$ cat config.mk
export PLATFORM = sky130hd
export DESIGN_NAME = rv_mem_arb
export DESIGN_NICKNAME = d
export VERILOG_FILES = /design/src/rtl/rv_mem_arb.sv
export SDC_FILE = /design/constraint.sdc
export NUM_CORES = 1
export LEC_CHECK = 0
export CAP_MARGIN = 20
export CORE_AREA = 2 2 107 109
export CTS_CLUSTER_DIAMETER = 200
export DETAILED_ROUTE_END_ITERATION = 6
export DIE_AREA = 0 0 109 111
export GPL_TIMING_DRIVEN = 0
export PLACE_DENSITY_LB_ADDON = 0.25
export SLEW_MARGIN = 5
export SYNTH_ARGS = -nofsm -noshare
export SYNTH_HDL_FRONTEND = slang
export SYNTH_SLANG_ARGS = --single-unit
$ cat constraint.sdc
create_clock -name clk -period 1.9 [get_ports clk]
set_input_delay 0.38 -clock clk [delete_from_list [all_inputs] [get_ports clk]]
set_output_delay 0.38 -clock clk [all_outputs]
set_load 0.005 [all_outputs]
$ cat src/rtl/rv_mem_arb.sv
// Single-port memory arbiter between instruction fetch and load/store.
// One outstanding access at a time; data side wins unless fetch has been starved.
module rv_mem_arb #(
   parameter int unsigned AW         = 32,
   parameter int unsigned DW         = 32,
   parameter int unsigned MEM_LAT    = 1,
   parameter int unsigned STARVE_LIM = 4
) (
   input  logic            clk,
   input  logic            rstn,
   input  logic            if_req_i,
   input  logic [AW-1:0]   if_addr_i,
   output logic            if_gnt_o,
   output logic            if_rvalid_o,
   output logic [DW-1:0]   if_rdata_o,
   input  logic            d_req_i,
   input  logic            d_we_i,
   input  logic [AW-1:0]   d_addr_i,
   input  logic [DW-1:0]   d_wdata_i,
   input  logic [DW/8-1:0] d_be_i,
   output logic            d_gnt_o,
   output logic            d_rvalid_o,
   output logic [DW-1:0]   d_rdata_o,
   output logic            mem_req_o,
   output logic            mem_we_o,
   output logic [AW-1:0]   mem_addr_o,
   output logic [DW-1:0]   mem_wdata_o,
   output logic [DW/8-1:0] mem_be_o,
   input  logic [DW-1:0]   mem_rdata_i
);

   localparam logic S_IDLE = 1'b0;
   localparam logic S_BUSY = 1'b1;
   localparam int unsigned CW = 4;

   logic          r_state;
   logic          r_owner;  // 0 = fetch, 1 = data
   logic          r_we;
   logic [CW-1:0] r_cnt;
   logic [CW-1:0] r_starve_cnt;

   logic w_done;
   logic w_cap;
   logic w_starved;
   logic w_if_win;
   logic w_d_win;
   logic w_if_gnt;
   logic w_d_gnt;
   logic w_gnt;

   always_comb begin
      w_done    = (r_state == S_BUSY) && (r_cnt == CW'(1));
      w_cap     = (r_state == S_IDLE) || w_done;
      w_starved = (r_starve_cnt == CW'(STARVE_LIM));
      w_if_win  = if_req_i && (!d_req_i || w_starved);
      w_d_win   = d_req_i && !w_if_win;
      // Outputs are forced low throughout reset, including the combinational grants.
      w_if_gnt  = rstn && w_cap && w_if_win;
      w_d_gnt   = rstn && w_cap && w_d_win;
      w_gnt     = w_if_gnt || w_d_gnt;
   end

   always_ff @(posedge clk or negedge rstn) begin
      if (!rstn) begin
         r_state      <= S_IDLE;
         r_owner      <= 1'b0;
         r_we         <= 1'b0;
         r_cnt        <= '0;
         r_starve_cnt <= '0;
      end else begin
         if (w_gnt) begin
            r_state <= S_BUSY;
            r_owner <= w_d_gnt;
            r_we    <= w_d_gnt && d_we_i;
            r_cnt   <= CW'(MEM_LAT);
         end else if (r_state == S_BUSY) begin
            r_cnt <= r_cnt - CW'(1);
            if (w_done) begin
               r_state <= S_IDLE;
            end
         end

         if (w_gnt) begin
            if (w_if_gnt || !if_req_i) begin
               r_starve_cnt <= '0;
            end else if (!w_starved) begin
               r_starve_cnt <= r_starve_cnt + CW'(1);
            end
         end
      end
   end

   always_comb begin
      if_gnt_o    = w_if_gnt;
      d_gnt_o     = w_d_gnt;
      if_rvalid_o = rstn && w_done && !r_owner;
      d_rvalid_o  = rstn && w_done && r_owner;
      if_rdata_o  = if_rvalid_o ? mem_rdata_i : '0;
      d_rdata_o   = (d_rvalid_o && !r_we) ? mem_rdata_i : '0;

      mem_req_o   = w_gnt;
      mem_we_o    = 1'b0;
      mem_addr_o  = '0;
      mem_wdata_o = '0;
      mem_be_o    = '0;
      if (w_d_gnt) begin
         mem_we_o    = d_we_i;
         mem_addr_o  = d_addr_i;
         mem_wdata_o = d_wdata_i;
         mem_be_o    = d_we_i ? d_be_i : '1;
      end else if (w_if_gnt) begin
         mem_addr_o  = if_addr_i;
         mem_be_o    = '1;
      end
   end

endmodule

==> out/qor.yml, run 1 <==
route:
  num_vias: 3586
  drt-pass1-iter-count: 5
  antenna_left: 0
  viasPerCell: 4.460
  drt_iter0_markers: 196
  routedWlPerCell_microns: 18.05
  wirelength_microns: 14510
  drc: 0
sta:
  max_freq_mhz: 397.7
  fin_ws_ps: -614.4
  slew_headroom_pct: 65.79
  post-route-min-period_ps: 2514
  worstMarginPinSlew_ps: 513.1
  post-route-period-util_pct: 132.3
  rsz0062_at_grt: "true"
  whs_ps: 192.1
  finalMaxSlewViolations: 0
  tns_ps: -67740
  setup_viol: 138
  final-hold-violation-count: 0
  skew_ps: 0.9142
worst_setup_path:
  cp_max_fo: 8
  cp-start-kind: "flip-flop"
  crit_type: "reg2out"
  critPathCaptureType: "primary output"
  required_ps: 1520
  crit_arrival_ps: 2130
cells_and_area:
  drive_gt1_share_pct: 59.85
  syn_to_final_growth_pct: 240.9
  nets: 802
  final_util_pct: 57.11
  final_cell_area_sq_um: 6326
synthesis:
  postSynthCellCount: 289
  yosysTopAreaCellShare_pct: 32.37
  yosysTopAreaCell: "and2_1"
  synth_area_sq_um: 1856
  ys_seq_area_share_pct: 14.83
  synth_area_leaders: "and2_1 32%, dfrtp_1 15%, a21oi_1 9.4%, nand3_1 9.4%, nand2_1 7.5%"
  ys_seq_elements: 11
  synth_fp_nets: 430
  synth_ff_type: "dfrtp_1"
  synth-edff-count: 0
  avgSynthCellArea_sq_um: 6.421
  yosysUniqueCellTypes: 37
  yosys_warnings: 0
  async_reset_ff_share_pct: 100.0
global_route:
  antenna_found_initial: 2
  grt_overflow: 0
  grt_util_all_layers_pct: 21.36
  grt_pass1_wl_microns: 20070
  grt_start_max_net_pins: 19
  grt_pass1_vias: 3759
power_and_ir_drop:
  powerDensity_nw_per_um2: 647.4
  p_leak_nw: 2.965
  ir_drop_v: 0.0003457
  p_total_mw: 4.096
clocking:
  h-tree-depth: 1
  hold_buffers: 0
  path_clk_slew_ps: 40
  cts_tree: "built"
  numCtsBuffers: 3
  cts_root_buf: "clkbuf_16"
  clock_latency_ps: 240
  cts_buffer_depth: 2
  clock-sinks: 11
floorplanning:
  die_h_microns: 111
  initial_core_util_pct: 16.75
  die_w_microns: 109
  fp.coreArea_sq_um: 11080
  io_pins: 275
  fp-row-count: 39
  dieArea_sq_um: 12100
placed_design:
  place_congestion: 0.8599
  numPortBuffers: 274
  post_dp_cell_area_sq_um: 4813
  dpl.hpwl_microns: 9646
run:
  drv_cap: 0
run_status:
  failed_checks: "negative setup slack"
  status: "finished with violations"
worst_hold_path:
  hold_path_class: "in2async"
flip-flops by register name (all words and copies together), names as in the netlist:
| name | cells |
|---|---|
| r_we | 1 |
| r_cnt | 4 |
| r_state | 1 |
| r_owner | 1 |
| r_starve_cnt | 4 |
layout make-up:
cell class	instances	area, sq um
Fill cell	977	4751
Inverter	8	30.03
Multi-Input combinational cell	247	1894
Buffer	20	241.5
Sequential cell	11	276.5
Tap cell	143	178.9
Clock buffer	4	78.83
Antenna cell	1	2.502
Timing Repair Buffer	370	3623
cell families (layout without fill, tap and decap cells):
| group | Yosys count | after routing | synth area share (%) |
|---|---|---|---|
| xor gates and xnor gates | 3 | 3 | 1.416 |
| adders and majority gates | 4 | 4 | 2.697 |
| muxes | 1 | 1 | 0.5395 |
| AOI/OAI and AO/OA | 53 | 54 | 16.32 |
| buffers and inverters | 33 | 402 | 9.440 |
| other | 0 | 1 | 0 |
| DFF | 11 | 11 | 14.83 |
| and+or+nand+nor | 184 | 185 | 54.75 |
through the flow:
step | setup WS, ps | std cells
final | -614.4 | 804
after global routing | -712.4 | 804
after CTS | -639.6 | 800
after detailed placement | -1283 | 706
after global placement | -1221 | 706
after floorplan | -35.12 | 289
what timing repair did:
item                                   4_1_cts  5_1_grt
pin swaps                                   74       20
gates resized for setup                    800       89
setup endpoints to repair                  149      141
cloned                                      16        3
setup buffers                               74       12
endpoints found under the hold margin        0        0
cell usage in the layout (no fill, tap or decap), drive strengths merged, types with 4 or more instances in the layout:
master and count:
buf 242, a21oi 35, and2 96, clkbuf 13, o21ai 7, dfrtp 11, nand2 37, nand3 35
nor2 8, ha 4, clkdlybuf4s50 134, inv 8
cells in the mapped netlist (2+ instances only):
cell and n:
a21oi_1 35, a22o_1 2, and2_1 96, and3_1 2
buf_2 8, buf_4 5, buf_6 3, clkbuf_1 8
dfrtp_1 11, ha_1 4, inv_1 7, nand2_1 37
nand3_1 35, nor2_1 6, o21ai_0 5, o22ai_1 3
xnor2_1 2
where the power goes:
group,internal (mW),total [mW],switching (mW),leakage (nW)
Combinational,1.98,3.27,1.29,2.79
Clock,0.283,0.398,0.115,0.0382
Sequential,0.334,0.431,0.0963,0.140
Total,2.59,4.10,1.50,2.97
critical path, cell delays in order, from the launching register on:
cell	delay [ps]
dfrtp_1	390
inv_2	90
ha_4	120
nor3b_4	240
and4_1	240
and2b_4	260
buf_6	130
buf_6	100
buf_6	100
and2_4	140
buf_6	90
worst paths after layout:
kind / from / to / slack (ps) / cells past startpoint
setup / recovery: r_cnt[1] / d_rdata_o[16] / -610 / 10
hold / removal: rstn / r_starve_cnt[1] / 190 / 1
setup reg to reg: r_cnt[0] / r_cnt[1] / 70 / 7
hold reg to reg: r_we / r_we / 500 / 1
max in group asynchronous: rstn / r_cnt[0] / 1330 / 1
min in group clk: r_we / r_we / 500 / 1
routing by layer:
layer	vias to the layer above	GRT usage [%]	routed length, microns
met3	38	5.232	1201
li1	1697	-	-
met1	1667	21.12	4976
met5	-	0	13
met4	2	10.26	613
met2	182	40.37	7709
No activity file was read; power rests on OpenSTA's default activity.
==> run 2, diff against run 1 <==
--- a/config.mk
+++ b/config.mk
@@ -11,6 +11,7 @@
 export DETAILED_ROUTE_END_ITERATION = 6
 export DIE_AREA = 0 0 109 111
 export GPL_TIMING_DRIVEN = 0
+export MAX_ROUTING_LAYER = met4
 export PLACE_DENSITY_LB_ADDON = 0.25
 export SLEW_MARGIN = 5
 export SYNTH_ARGS = -nofsm -noshare
==> run 2 against run 1 <==
Net effect: the flow still finishes with violations (negative setup slack); critical path type unchanged; via count about the same; critical path depth did not move; wire length hardly changed; highest routed layer is now met4; total power down 0.41%; utilization is 0.18 points lower.
==> out/qor.yml, run 2 (synthesis gave the netlist of run 1 again) <==
run_status:
  status: "finished with violations"
  failed_checks: "negative setup slack"
floorplanning:
  fp.coreArea_sq_um: 11080
  die_h_microns: 111
  io_pins: 275
  dieArea_sq_um: 12100
  die_w_microns: 109
  fp-row-count: 39
  initial_core_util_pct: 16.75
run:
  drv_cap: 0
worst_setup_path:
  cp_max_fo: 8
  r2r_slack_ps: 90
  cp-start-kind: "flip-flop"
  ff2ff_path_depth: 7
  r2r-start: "r_cnt[0]"
  r2r_end: "r_cnt[1]"
  crit_type: "reg2out"
  crit_arrival_ps: 2130
  critPathCaptureType: "primary output"
  required_ps: 1520
placed_design:
  place_congestion: 0.8738
  dp.cells: 706
  dpl.hpwl_microns: 9646
  numPortBuffers: 274
global_route:
  grt_start_max_net_pins: 19
  grt_util_all_layers_pct: 21.94
  grt_pass1_wl_microns: 20040
  grt_pass1_vias: 3769
  grt_overflow: 0
  antenna_found_initial: 3
worst_hold_path:
  hold_path_class: "in2async"
sta:
  fin_ws_ps: -611.5
  post-route-min-period_ps: 2511
  whs_ps: 199.4
  skew_ps: 0.6725
  slew_headroom_pct: 65.07
  max_freq_mhz: 398.2
  setup_viol: 137
  worstMarginPinSlew_ps: 524.0
  post-route-period-util_pct: 132.2
  finalMaxSlewViolations: 0
  final-hold-violation-count: 0
  rsz0062_at_grt: "true"
clocking:
  numCtsBuffers: 3
  cts_root_buf: "clkbuf_16"
  cts_buffer_depth: 2
  path_clk_slew_ps: 40
  cts_tree: "built"
  clock_latency_ps: 240
  h-tree-depth: 1
  clock-sinks: 11
power_and_ir_drop:
  ir_drop_v: 0.0003443
  p_leak_nw: 2.957
  powerDensity_nw_per_um2: 646.8
route:
  num_vias: 3587
  antenna_left: 0
  routedWlPerCell_microns: 18.01
  viasPerCell: 4.450
  drt_iter0_markers: 161
  drc: 0
  wirelength_microns: 14520
  drt-pass1-iter-count: 4
cells_and_area:
  syn_to_final_growth_pct: 239.9
  final_common_cell: "buf_6"
  stdcell_count: 806
  layout_common_cells: "146 x buf_6, 134 x clkdlybuf4s50_1, 70 x and2_4, 63 x buf_2, 35 x nand2_1"
  nets: 802
  drive_gt1_share_pct: 59.85
  largest_registers: "r_cnt x4, r_starve_cnt x4"
  nFillCells: 971
run 2: changes by cell type in the layout (fill, tap and decap cells not counted), sizes merged:
cell,change
diode,+2
run 2: repair_timing:
item                                    4_1_cts  5_1_grt
setup buffers                                74       12
gates resized for setup                     800       86
endpoints found under the setup margin      149      141
cloned                                       16        3
pin swaps                                    74       19
hold buffers                                  0        0
run 2: critical path, stage by stage, from the launching register on:
cell	delay [ps]
dfrtp_1	390
inv_2	90
ha_4	120
nor3b_4	240
and4_1	240
and2b_4	260
buf_6	130
buf_6	100
buf_6	100
and2_4	130
buf_6	90
run 2: worst max path at each step:
stage	slack (ps)	end	start
floorplan	-40	mem_wdata_o[23]	r_cnt[1]
global placement	-1220	if_rdata_o[6]	rstn
detailed placement	-1280	if_rdata_o[7]	rstn
CTS	-640	d_rdata_o[10]	r_cnt[1]
global route	-720	if_rdata_o[24]	r_cnt[1]
finish	-610	d_rdata_o[16]	r_cnt[1]
run 2: area by class of cell:
cell class / count / area, sq um / share of cell area (%)
repair buffers: 370 / 3607 / 57.20
multi-input cells: 247 / 1889 / 29.96
flip-flops and latches: 11 / 276.5 / 4.385
clock buffers: 4 / 78.83 / 1.250
inverters: 8 / 30.03 / 0.4762
well taps: 143 / 178.9 / 2.837
plain buffers: 20 / 237.7 / 3.770
diodes: 3 / 7.507 / 0.1190
run 2: per-layer routing:
| layer | track usage [%] | up-vias | share of wire [%] |
|---|---|---|---|
| met5 | - | - | 0 |
| met4 | 10.26 | 0 | 4.6 |
| met3 | 4.644 | 39 | 7.6 |
| met2 | 40.41 | 182 | 53 |
| met1 | 21.41 | 1665 | 35 |
| li1 | - | 1701 | - |
run 2: where the power goes:
group | internal [mW] | switching, mW | total [mW]
clock network | 0.283 | 0.116 | 0.399
logic | 1.97 | 1.28 | 3.25
registers | 0.334 | 0.0970 | 0.431
run 2: stage by stage:
step	util, %	TNS [ps]	cell area (sq um)	setup WS (ps)	total power, mW
2_1_floorplan	-	-1605	1892	-35.12	1.221
5_1_grt	56.93	-83230	6306	-719.2	4.343
3_5_place_dp	43.45	-163940	4813	-1283	2.313
4_1_cts	53.50	-68280	5926	-639.6	3.832
6_report	56.93	-67640	6306	-611.5	4.079
3_3_place_gp	43.45	-158170	4813	-1221	2.283
